==> src/rtl/cp0_ctrl.sv <==
// CP0 status/cause/EPC block: mtc0/mfc0 access, interrupt and exception entry, eret return.
// Entry raises int_req in the same cycle so the pipeline flushes and redirects to the handler.
module cp0_ctrl (
   input  logic        clk,
   input  logic        reset,
   input  logic        we,
   input  logic [4:0]  addr,
   input  logic [31:0] wdata,
   input  logic [31:0] pc_m,
   input  logic        bd_m,
   input  logic [4:0]  exc_code,
   input  logic [5:0]  hw_int,
   input  logic        eret,
   output logic [31:0] rdata,
   output logic [31:0] epc_out,
   output logic        int_req
);

   localparam logic [4:0]  ADDR_SR    = 5'd12;
   localparam logic [4:0]  ADDR_CAUSE = 5'd13;
   localparam logic [4:0]  ADDR_EPC   = 5'd14;
   localparam logic [4:0]  ADDR_PRID  = 5'd15;
   localparam logic [31:0] PRID_VAL   = 32'h0000_00C0;

   logic [5:0]  sr_im_q,     sr_im_d;
   logic        sr_exl_q,    sr_exl_d;
   logic        sr_ie_q,     sr_ie_d;
   logic        cause_bd_q,  cause_bd_d;
   logic [5:0]  cause_ip_q,  cause_ip_d;
   logic [4:0]  cause_exc_q, cause_exc_d;
   logic [31:0] epc_q,       epc_d;
   logic        irq_hit;
   logic        exc_hit;

   // EXL masks both sources so a handler is never re-entered
   always_comb begin
      irq_hit = (|(hw_int & sr_im_q)) & sr_ie_q & ~sr_exl_q;
      exc_hit = (exc_code != 5'd0) & ~sr_exl_q;
      int_req = irq_hit | exc_hit;
   end

   // Next state: entry beats eret, eret beats mtc0; IP tracks hw_int every cycle
   always_comb begin
      sr_im_d     = sr_im_q;
      sr_exl_d    = sr_exl_q;
      sr_ie_d     = sr_ie_q;
      cause_bd_d  = cause_bd_q;
      cause_ip_d  = hw_int;
      cause_exc_d = cause_exc_q;
      epc_d       = epc_q;
      if (int_req) begin
         sr_exl_d    = 1'b1;
         cause_bd_d  = bd_m;
         cause_exc_d = irq_hit ? 5'd0 : exc_code;
         epc_d       = bd_m ? (pc_m - 32'd4) : pc_m;
      end else begin
         if (we) begin
            case (addr)
               ADDR_SR: begin
                  sr_im_d  = wdata[15:10];
                  sr_exl_d = wdata[1];
                  sr_ie_d  = wdata[0];
               end
               ADDR_EPC: epc_d = wdata;
               default:  epc_d = epc_q;
            endcase
         end else begin
            epc_d = epc_q;
         end
         if (eret) begin
            sr_exl_d = 1'b0;
         end else begin
            sr_ie_d = sr_ie_d;
         end
      end
   end

   // State registers with synchronous reset
   always_ff @(posedge clk) begin
      if (reset) begin
         sr_im_q     <= 6'd0;
         sr_exl_q    <= 1'b0;
         sr_ie_q     <= 1'b0;
         cause_bd_q  <= 1'b0;
         cause_ip_q  <= 6'd0;
         cause_exc_q <= 5'd0;
         epc_q       <= 32'd0;
      end else begin
         sr_im_q     <= sr_im_d;
         sr_exl_q    <= sr_exl_d;
         sr_ie_q     <= sr_ie_d;
         cause_bd_q  <= cause_bd_d;
         cause_ip_q  <= cause_ip_d;
         cause_exc_q <= cause_exc_d;
         epc_q       <= epc_d;
      end
   end

   // mfc0 read mux; unimplemented bits and registers read as zero
   always_comb begin
      case (addr)
         ADDR_SR:    rdata = {16'd0, sr_im_q, 8'd0, sr_exl_q, sr_ie_q};
         ADDR_CAUSE: rdata = {cause_bd_q, 15'd0, cause_ip_q, 3'd0, cause_exc_q, 2'd0};
         ADDR_EPC:   rdata = epc_q;
         ADDR_PRID:  rdata = PRID_VAL;
         default:    rdata = 32'd0;
      endcase
   end

   assign epc_out = epc_q;

endmodule

==> config.mk <==
export PLATFORM = sky130hd
export DESIGN_NAME = cp0_ctrl
export DESIGN_NICKNAME = d
export VERILOG_FILES = /design/src/rtl/cp0_ctrl.sv
export SDC_FILE = /design/constraint.sdc
export NUM_CORES = 1
export LEC_CHECK = 0
export CORE_UTILIZATION = 47
export CTS_BUF_LIST = sky130_fd_sc_hd__clkbuf_16
export CTS_CLUSTER_SIZE = 40
export DETAILED_ROUTE_END_ITERATION = 6
export PLACE_DENSITY = 0.85
export SLEW_MARGIN = 20
export SYNTH_ARGS = -nofsm -noshare
export SYNTH_HDL_FRONTEND = slang
export SYNTH_SLANG_ARGS = --single-unit
==> constraint.sdc <==
create_clock -name clk -period 4.3 [get_ports clk]
set_input_delay 1.075 -clock clk [delete_from_list [all_inputs] [get_ports clk]]
set_output_delay 1.075 -clock clk [all_outputs]
set_load 0.005 [all_outputs]
==> flow_summary.ini <==
[route]
vias_per_cell = 6.257
wirelength_mm = 12.03
drcViolationCount = 0
avgRoutedWirePerCell_um = 17.95
firstDrtPassIters = 6
vias = 4192
final_antenna_net_count = 0
drt-initial-drc-count = 277

[finish]
fin_area_um2 = 5238
drive_gt1_frac = 0.06830
nFillCells = 552
register_area_um2 = 1041
multi_input_area_um2 = 2260
layout.cells.non_filler = 670
synthToLayoutAreaGrowth_pct = 49.13
final_nets = 656
diodes = 0

[die]
fp-row-count = 31
core_um2 = 7253
fp.dieW_um = 88.45
io_pins = 150
die_h_um = 88.45
initial_utilization = 0.4842
die_area_um2 = 7823

[pwr]
power_switching_uw = 357.5
powerDensity_nw_per_um2 = 255.6
pwr-share-clk = 0.341
combPwrFrac = 0.248
irDropWorstVdd_v = 0.0002190
p_int_uw = 981.1
swShare = 0.2671
p_leak_nw = 1.890
seqPwrFrac = 0.412

[flow_run]
maxCapViolCount = 0

[sta]
hold_violations = 0
worst_clock_skew_ns = 0.005923
max_slew_margin = 0.3236
worst_pin_slew_ns = 1.013
slew_viol_final = 0
timing.final.crit_share = 0.9230
setup_viol = 0
rsz0062_at_grt = no
max_freq_ghz = 0.2520
fin_setup_tns_ns = 0
layout_min_cycle_time_ns = 3.969

[synthesis]
synth.area.top_cells = dfxtp_1, and3_1, a21boi_0
synth-adder-area-share = 0.003563
synth.mux.area_fraction = 0.04275
synth_cell_type_count = 47
synth_top_family_by_area = simple AND/OR/NAND/NOR gates
yosysMostFrequentCell = dfxtp_1
synth-xor-area-share = 0.01746
synth_top_area_frac = 0.2964
synth-simple-area-share = 0.2975
syn_inst = 447
synth_edf_count = 0
syn_avg_cell_area_um2 = 7.857
synth.cell_area_um2 = 3512
synthArstFlopShare = 0
yosys_warnings = 0
synth-seq-cells = 52
ys_seq_area_frac = 0.2964
synth_top_area_cell = dfxtp_1
ys.flop_type = dfxtp_1
synth_commonest_cells = dfxtp_1, and3_1, clkbuf_1, nand2_1, nor2_1
synth-compound-area-share = 0.2757
synth_nets = 533

[worst_setup_path]
critPathMaxStageDelay_ns = 0.54
r2r-end = cause_exc_q[1]
startpoint_type = input pin
cp.required_ns = 3.22
worstPathCellList = clkdlybuf4s50_1 > and3b_2 > and3_1 > clkdlybuf4s50_1
regToRegSetupSlack_ns = 2.45
crit_top_cell = clkdlybuf4s50_1
r2r_cells = 5
cp_max_fo = 33
end_kind = output pin
path_class = input pin to output pin
r2r_start = sr_im_q[3]
crit_slowest_cell = and3b_2
arrival_ns = 2.89

[clock_tree]
root_buffer = clkbuf_16
numCtsBuffers = 5
htreeDepth = 2
hold_buffers = 0
clkLatencyLatePin_ns = 0.29
cts_resized = 0
post_cts_buffers = 0
cts.clk_slew.worst_paths_ns = 0.07
cts_sinks = 52
clock_path_buffers = 2
cts_tree = built

[global_routing]
grt_pass1_vias = 3847
grt_max_degree = 55
overflow = 0
grt.total_usage = 0.3021
antenna_found_initial = 0
grt_pass1_wl_mm = 18.53

[run_status]
outcome = finished clean

[placement]
place_congestion = 0.8546
place_area_um2 = 5070
dp_cells = 662
dp_hpwl_mm = 8.542
port-buffer-count = 149

[worst_hold_path]
hp-start = sr_im_q[0]
hold_class = flip-flop to flip-flop
holdPathEnd = sr_im_q[0]
min_path_cells = 2
## state kept, by name, summed over array words and instances (netlist names)
register,flops
cause_bd_q,1
sr_exl_q,1
cause_ip_q,6
cause_exc_q,5
epc_out,32
sr_im_q,6
sr_ie_q,1
## logic make-up (layout without fill, tap and decap cells)
kind of cell             after synthesis  in the layout
AND/OR/NAND/NOR                      183            183
multiplexers                          15             15
XOR/XNOR                               7              7
buffers and inverters                 57            181
adder cells (fa/ha/maj)                1              1
AO/OA/AOI/OAI                        132            132
flip-flops                            52             52
## layout make-up
class                           instances  share of cell area
Clock buffer                            5             0.02389
Clock inverter                          3            0.008122
Inverter                                7            0.005017
Multi-Input combinational cell        338              0.4314
Sequential cell                        52              0.1988
Tap cell                               99             0.02365
Timing Repair Buffer                  166              0.3091
## placed cells by master, fill, tap and decap left out, types with 2 or more instances in the layout
cell type | synthesis | routed
clkdlybuf4s50_1 | 0 | 149
dfxtp_1 | 52 | 52
and3_1 | 39 | 39
nand2_1 | 29 | 29
nor2_1 | 24 | 24
a21boi_0 | 21 | 21
a31oi_1 | 17 | 17
o41ai_1 | 17 | 17
buf_4 | 0 | 17
nand3_1 | 16 | 16
or4_1 | 16 | 16
mux2i_1 | 15 | 15
a21oi_1 | 14 | 13
or3_1 | 13 | 13
nor4_1 | 11 | 11
a311oi_1 | 12 | 11
a211oi_1 | 10 | 10
o31ai_1 | 10 | 10
a22oi_1 | 8 | 8
nor2b_1 | 8 | 8
inv_1 | 7 | 7
o21ai_0 | 7 | 7
nor3_1 | 6 | 6
a2111oi_0 | 5 | 5
xnor2_1 | 5 | 5
o21a_1 | 5 | 5
or2_2 | 5 | 5
clkbuf_16 | 0 | 5
or3b_2 | 4 | 4
o31a_1 | 3 | 3
xor2_1 | 2 | 2
nor3b_1 | 2 | 2
## worst max-delay path, delay by kind of cell
kind          cells  cell delay (ns)
simple gates      2             0.78
buf+inv           2             1.03
## power groups by stage
stage	Sequential [mW]	Clock (mW)	Combinational (mW)
floorplan	0.551	0	0.137
global placement	0.560	0	0.321
detailed placement	0.561	0	0.328
CTS	0.550	0.459	0.330
global route	0.555	0.483	0.356
finish	0.551	0.456	0.331
## stage by stage
stage	power [mW]	setup WS, ns	util	hold slack, ns
2_1_floorplan	0.6874	1.013	-	0.4468
3_3_place_gp	0.8812	0.3978	0.6990	0.4572
3_5_place_dp	0.8890	0.3282	0.6990	0.4688
4_1_cts	1.339	0.3217	0.7221	0.4786
5_1_grt	1.394	0.2588	0.7221	0.5037
6_report	1.339	0.3311	0.7221	0.4763
## metal layers
metal,vias to the layer above,track usage,part of all wire
met5,-,0,0
met4,0,0.09677,0.019
met3,23,0.05131,0.086
met2,242,0.5259,0.48
met1,1970,0.3795,0.42
li1,1957,-,-
## worst max path at each step
stage                  from         to  slack, ns  depth (start not counted)
floorplan           addr[4]  rdata[18]       1.01                          5
global placement    addr[3]  rdata[19]       0.40                          4
detailed placement  addr[3]  rdata[16]       0.33                          4
CTS                 addr[3]  rdata[16]       0.32                          4
global route        addr[3]  rdata[25]       0.26                          4
finish              addr[3]  rdata[16]       0.33                          4
No activity file was read; power rests on OpenSTA's default activity.
